## config.mk

```make
export PLATFORM = sky130hd
export DESIGN_NAME = remote_cmd_sequencer
export DESIGN_NICKNAME = d
export VERILOG_FILES = /design/src/rtl/remote_cmd_sequencer.sv
export SDC_FILE = /design/constraint.sdc
export NUM_CORES = 1
export LEC_CHECK = 0
export CORE_ASPECT_RATIO = 1.25
export CORE_MARGIN = 10
export CORE_UTILIZATION = 57
export DETAILED_ROUTE_END_ITERATION = 6
export GPL_TIMING_DRIVEN = 1
export PLACE_DENSITY = 0.78
export SLEW_MARGIN = 25
export SYNTH_ARGS = -nofsm -noshare
export SYNTH_HDL_FRONTEND = slang
export SYNTH_SLANG_ARGS = --single-unit
```

## constraint.sdc

```tcl
create_clock -name clk -period 3.2 [get_ports clk]
set_clock_uncertainty 0.05 [all_clocks]
set_input_delay 0.96 -clock clk [delete_from_list [all_inputs] [get_ports clk]]
set_output_delay 0.96 -clock clk [all_outputs]
set_load 0.005 [all_outputs]
```

## src/rtl/remote_cmd_sequencer.sv

```systemverilog
// remote_cmd_sequencer: queues Knight commands and plays them one at a time
// into a RemoteComm-style transmitter. For each command it waits for the
// response, checks it against ACK, applies a timeout, and reports done/err.
// Optional feature macro: CMDQ_RETRY_EN (resend a failed command up to
// MAX_RETRY times before it is abandoned).
`timescale 1ns/1ps

module remote_cmd_sequencer #(
  parameter int unsigned        CMD_W     = 16,
  parameter int unsigned        RESP_W    = 8,
  parameter int unsigned        DEPTH     = 8,
  parameter logic [RESP_W-1:0]  ACK       = 8'hA5,
  parameter int unsigned        TO_W      = 24,
  parameter logic [TO_W-1:0]    TIMEOUT   = 24'd5_000_000,
  parameter int unsigned        MAX_RETRY = 2
) (
  input  logic                    clk,
  input  logic                    rst_n,
  input  logic                    push,
  input  logic [CMD_W-1:0]        push_cmd,
  input  logic                    en,
  output logic                    full,
  output logic                    empty,
  output logic [$clog2(DEPTH):0]  count,
  output logic                    send_cmd,
  output logic [CMD_W-1:0]        cmd,
  input  logic                    cmd_sent,
  input  logic                    resp_rdy,
  input  logic [RESP_W-1:0]       resp,
  output logic                    busy,
  output logic                    done,
  output logic                    err,
  output logic [7:0]              err_cnt,
  output logic [RESP_W-1:0]       last_resp
);

  localparam int unsigned PTR_W = $clog2(DEPTH);
  localparam int unsigned CNT_W = PTR_W + 1;
  // Expiry is detected one cycle early so the registered err lands exactly
  // TIMEOUT cycles after send_cmd.
  localparam logic [TO_W-1:0] TO_LAST = TIMEOUT - TO_W'(1);

  typedef enum logic [1:0] {
    S_IDLE      = 2'd0,
    S_SEND      = 2'd1,
    S_WAIT_SENT = 2'd2,
    S_WAIT_RESP = 2'd3
  } state_t;

  state_t             state;
  state_t             state_nxt;

  logic [CMD_W-1:0]   mem [DEPTH];
  logic [PTR_W-1:0]   wr_ptr;
  logic [PTR_W-1:0]   rd_ptr;
  logic [CNT_W-1:0]   count_nxt;
  logic [TO_W-1:0]    to_cnt;
  logic [TO_W-1:0]    to_cnt_nxt;

  logic               pop;
  logic               push_ok;
  logic               waiting;
  logic               resp_hit;
  logic               resp_ok;
  logic               expired;
  logic               fail;
  logic               retry_ok;

  logic               send_nxt;
  logic               done_nxt;
  logic               err_nxt;
  logic               busy_nxt;
  logic [CMD_W-1:0]   cmd_nxt;
  logic [RESP_W-1:0]  last_resp_nxt;
  logic [7:0]         err_cnt_nxt;

  assign pop      = (state == S_IDLE) && en && !empty;
  assign push_ok  = push && !full;
  assign waiting  = (state == S_WAIT_SENT) || (state == S_WAIT_RESP);
  assign resp_hit = (state == S_WAIT_RESP) && resp_rdy;
  assign resp_ok  = resp_hit && (resp == ACK);
  assign expired  = waiting && (to_cnt == TO_LAST);
  // A response on the expiry cycle takes precedence over the timeout.
  assign fail     = (resp_hit && (resp != ACK)) || (!resp_hit && expired);

`ifdef CMDQ_RETRY_EN
  localparam int unsigned RTY_W = (MAX_RETRY < 2) ? 1 : $clog2(MAX_RETRY + 1);

  logic [RTY_W-1:0] retry_cnt;

  assign retry_ok = (32'(retry_cnt) < MAX_RETRY);

  // Resend counter for the command in flight; cleared on every pop
  always_ff @(posedge clk or negedge rst_n) begin
    if (!rst_n) begin
      retry_cnt <= '0;
    end else if (pop) begin
      retry_cnt <= '0;
    end else if (fail && retry_ok) begin
      retry_cnt <= retry_cnt + RTY_W'(1);
    end
  end
`else
  assign retry_ok = 1'b0;
`endif

  // State register
  always_ff @(posedge clk or negedge rst_n) begin
    if (!rst_n) begin
      state <= S_IDLE;
    end else begin
      state <= state_nxt;
    end
  end

  // Next-state logic
  always_comb begin
    state_nxt = state;
    case (state)
      S_IDLE: begin
        if (pop) state_nxt = S_SEND;
      end
      S_SEND: begin
        state_nxt = S_WAIT_SENT;
      end
      S_WAIT_SENT: begin
        if (fail)          state_nxt = retry_ok ? S_SEND : S_IDLE;
        else if (cmd_sent) state_nxt = S_WAIT_RESP;
      end
      S_WAIT_RESP: begin
        if (resp_ok)   state_nxt = S_IDLE;
        else if (fail) state_nxt = retry_ok ? S_SEND : S_IDLE;
      end
      default: state_nxt = S_IDLE;
    endcase
  end

  // Output and datapath next values
  always_comb begin
    send_nxt      = (state_nxt == S_SEND);
    busy_nxt      = (state_nxt != S_IDLE);
    done_nxt      = resp_ok;
    err_nxt       = fail && !retry_ok;
    cmd_nxt       = cmd;
    last_resp_nxt = last_resp;
    err_cnt_nxt   = err_cnt;
    to_cnt_nxt    = to_cnt;

    if (pop)                          cmd_nxt       = mem[rd_ptr];
    if (resp_hit)                     last_resp_nxt = resp;
    if (err_nxt && (err_cnt != 8'hFF)) err_cnt_nxt  = err_cnt + 8'd1;

    // Counts cycles elapsed since send_cmd
    if (state == S_SEND)  to_cnt_nxt = TO_W'(1);
    else if (waiting)     to_cnt_nxt = to_cnt + TO_W'(1);
  end

  // Queue occupancy next value
  always_comb begin
    count_nxt = count;
    case ({push_ok, pop})
      2'b10:   count_nxt = count + CNT_W'(1);
      2'b01:   count_nxt = count - CNT_W'(1);
      default: count_nxt = count;
    endcase
  end

  // Queue storage; contents are don't-care until written
  always_ff @(posedge clk) begin
    if (push_ok) mem[wr_ptr] <= push_cmd;
  end

  // Queue pointers and status flags
  always_ff @(posedge clk or negedge rst_n) begin
    if (!rst_n) begin
      wr_ptr <= '0;
      rd_ptr <= '0;
      count  <= '0;
      full   <= 1'b0;
      empty  <= 1'b1;
    end else begin
      if (push_ok) wr_ptr <= wr_ptr + PTR_W'(1);
      if (pop)     rd_ptr <= rd_ptr + PTR_W'(1);
      count <= count_nxt;
      full  <= (count_nxt == CNT_W'(DEPTH));
      empty <= (count_nxt == '0);
    end
  end

  // Registered outputs and timeout counter
  always_ff @(posedge clk or negedge rst_n) begin
    if (!rst_n) begin
      send_cmd  <= 1'b0;
      busy      <= 1'b0;
      done      <= 1'b0;
      err       <= 1'b0;
      cmd       <= '0;
      last_resp <= '0;
      err_cnt   <= '0;
      to_cnt    <= '0;
    end else begin
      send_cmd  <= send_nxt;
      busy      <= busy_nxt;
      done      <= done_nxt;
      err       <= err_nxt;
      cmd       <= cmd_nxt;
      last_resp <= last_resp_nxt;
      err_cnt   <= err_cnt_nxt;
      to_cnt    <= to_cnt_nxt;
    end
  end

endmodule

```

==> results.cfg <==
[outcome]
status = finished clean

[cts]
cts_hold_buf = 0
cts_root_buf = clkbuf_16
cts_tree = yes
clock_path_buffers = 3
htreeDepth = 1
clk_pin_slew_ns = 0.06
cts.repair.resized = 0
numClockSinks = 202
postCtsSetupBuffers = 0
clkLatencyLatePin_ns = 0.49
cts_buffers = 20

[logic_synthesis]
yosysWarnings = 0
syn_nets = 532
yosys.area.top_type = edfxtp_1
synth.area.top_cells = edfxtp_1 47%, dfrtp_1 23%, mux4_2 8.9%
synth_edf_count = 128
syn_avg_cell_area_um2 = 16.4
syn_inst = 494
ys_types = 49
synthFlopType = edfxtp_1
synth_area_um2 = 8110
synth_top_area_share_pct = 47.4
ys_ff_latch = 202
ys_seq_area_share_pct = 70.3
async_reset_ff_share_pct = 36.6

[place]
hpwl_um = 10300
port-buffer-count = 71
post_dp_cell_area_um2 = 9120
place_inst = 739
gp_congestion = 0.801

[grt]
grt_overflow = 0
grt_pass1_vias = 4873
grt_pass1_wl_um = 26200
grt_usage_pct = 16.6
grt_max_degree = 47
grt_antenna_before_repair = 0

[drt]
drt_pass1_iterations = 4
ant_nets = 0
vias = 4561
postRouteWirelength_um = 16300
via_per_inst = 5.89
drt_iter0_markers = 363
wl_per_cell_um = 21.1
drc_errors = 0

[finish]
num-fill-cells = 883
drive_gt1_share_pct = 17.3
final_common_cell = edfxtp_1
area_delta_synth_final_pct = 20.7
layout_common_cells = 128 x edfxtp_1, 72 x dfrtp_1, 70 x clkdlybuf4s50_1
antennaDiodeCount = 0
fin_util_pct = 70.6
nets = 624
final_cells = 775
final_cell_area_um2 = 9790

[pwr]
p_per_area_nw_per_um2 = 876
vdd_drop_max_uv = 524
p_leak_nw = 3.61

[critical_path]
critical_path_class = in -> reg
start_kind = input port
cp-end-kind = flip-flop
cpPeakStageDelay_ns = 0.48
cp_max_fo = 3
crit_start = en
timing.rr.end = full$_DFF_PN0_
cpMostUsedCell = ha_1
required_ns = 3.57
arrival_ns = 3.33
crit_path_cell_trace = clkdlybuf4s50_1, nor4b_2, ha_1, ha_1, a21o_1, a21oi_1, mux2i_1, xnor2_1, nor2b_1
reg2reg_from = state[1]$_DFF_PN0_
r2r_cells = 8
r2r_setup_slack_ns = 0.51
cpMaxStageDelayCell = clkdlybuf4s50_1

[die]
core.rowCount = 48
core_um2 = 13900
die-area_um2 = 19400
io-pin-count = 72
dieWidth_um = 127
die_y_um = 153
start_util_pct = 58.5

[sta]
finalCritPeriodShare_pct = 92.6
finalSetupTns_ns = 0
final-hold-violation-count = 0
tightest_slew_ns = 0.719
max_freq_mhz = 338
slew_headroom_pct = 52.1
min_period_ns = 2.96
finalMaxSlewViolations = 0
setup_violations = 0
rsz0062_at_grt = no

[worst_hold_path]
min_path_type = in -> async

[flow_run]
drv_cap = 0
## through the flow
| stage | hold WS, ns | total power, mW | worst slack (ns) |
|---|---|---|---|
| after floorplan | 0.399 | 5.19 | 0.0109 |
| after global placement | 0.417 | 6.15 | -0.0471 |
| after detailed placement | 0.437 | 6.30 | -0.200 |
| after CTS | 0.444 | 8.68 | 0.268 |
| after global routing | 0.469 | 9.01 | 0.130 |
| final | 0.439 | 8.58 | 0.238 |
## layer usage
layer | GRT usage (%) | vias up | share of wire [%]
met2 | 28.7 | 135 | 52
li1 | - | 2085 | -
met4 | 4.51 | 0 | 2.0
met1 | 20.3 | 2312 | 40
met3 | 3.91 | 29 | 6.7
met5 | 0 | - | 0
## logic make-up after synthesis
logic type | synth area share (%)
AO/OA/AOI/OAI | 3.97
XOR/XNOR | 1.30
AND/OR/NAND/NOR | 7.71
multiplexers | 14.3
flip-flops | 70.3
adder cells (fa/ha/maj) | 1.33
buffers and inverters | 1.19
## critical path: cells and delay by family
family,cells,cell delay [ns]
buf+inv,1,0.48
fa+ha+maj,2,0.55
xor+xnor,1,0.19
mux,1,0.29
compound gates,2,0.42
simple gates,2,0.44
## where the power goes
group          internal (mW)  switching, mW  total, mW
sequential              3.35          0.374       3.72
clock                   1.42          0.934       2.35
combinational           1.34           1.17       2.51
## cell usage after synthesis (2+ instances only)
library cell  instances
edfxtp_1            128
dfrtp_1              73
nor2_1               37
mux4_2               32
nand2_1              32
mux2i_1              27
a21oi_1              22
nand3_1              15
clkbuf_1             13
mux2_2               11
nand4_1               8
ha_1                  7
o21ai_0               7
xnor2_1               7
buf_2                 5
inv_1                 5
nor3_1                5
nor4b_1               5
xor2_1                5
nand2b_1              4
o211ai_1              4
o31ai_1               4
a21o_1                3
a22o_1                3
nor2b_1               3
a31oi_1               2
and2_1                2
and3_1                2
mux2_4                2
nor4bb_1              2
## worst max-delay path by stage
| stage | to | slack, ns | depth (start not counted) |
|---|---|---|---|
| 3_5_place_dp | full$_DFF_PN0_ | -0.20 | 9 |
| 5_1_grt | full$_DFF_PN0_ | 0.13 | 9 |
| 6_report | full$_DFF_PN0_ | 0.24 | 9 |
| 3_3_place_gp | full$_DFF_PN0_ | -0.05 | 7 |
| 4_1_cts | full$_DFF_PN0_ | 0.27 | 9 |
| 2_1_floorplan | full$_DFF_PN0_ | 0.01 | 8 |
## flip-flops by register name, indices dropped and copies added (netlist names), 2 cells and up
signal and count:
rd_ptr 3, last_resp 8, to_cnt 24, wr_ptr 3
state 2, err_cnt 8, count 4, cmd 16
mem 128
## area by class of cell
| type | count | area (µm²) | share of cell area [%] |
|---|---|---|---|
| clock buffers | 29 | 577 | 5.89 |
| clock inverters | 7 | 90.1 | 0.920 |
| inverters | 5 | 18.8 | 0.192 |
| multi-input cells | 268 | 2330 | 23.8 |
| flip-flops and latches | 202 | 5700 | 58.2 |
| well taps | 175 | 219 | 2.24 |
| repair buffers | 89 | 856 | 8.74 |
Note: power is estimated with default switching activity, not from simulation.
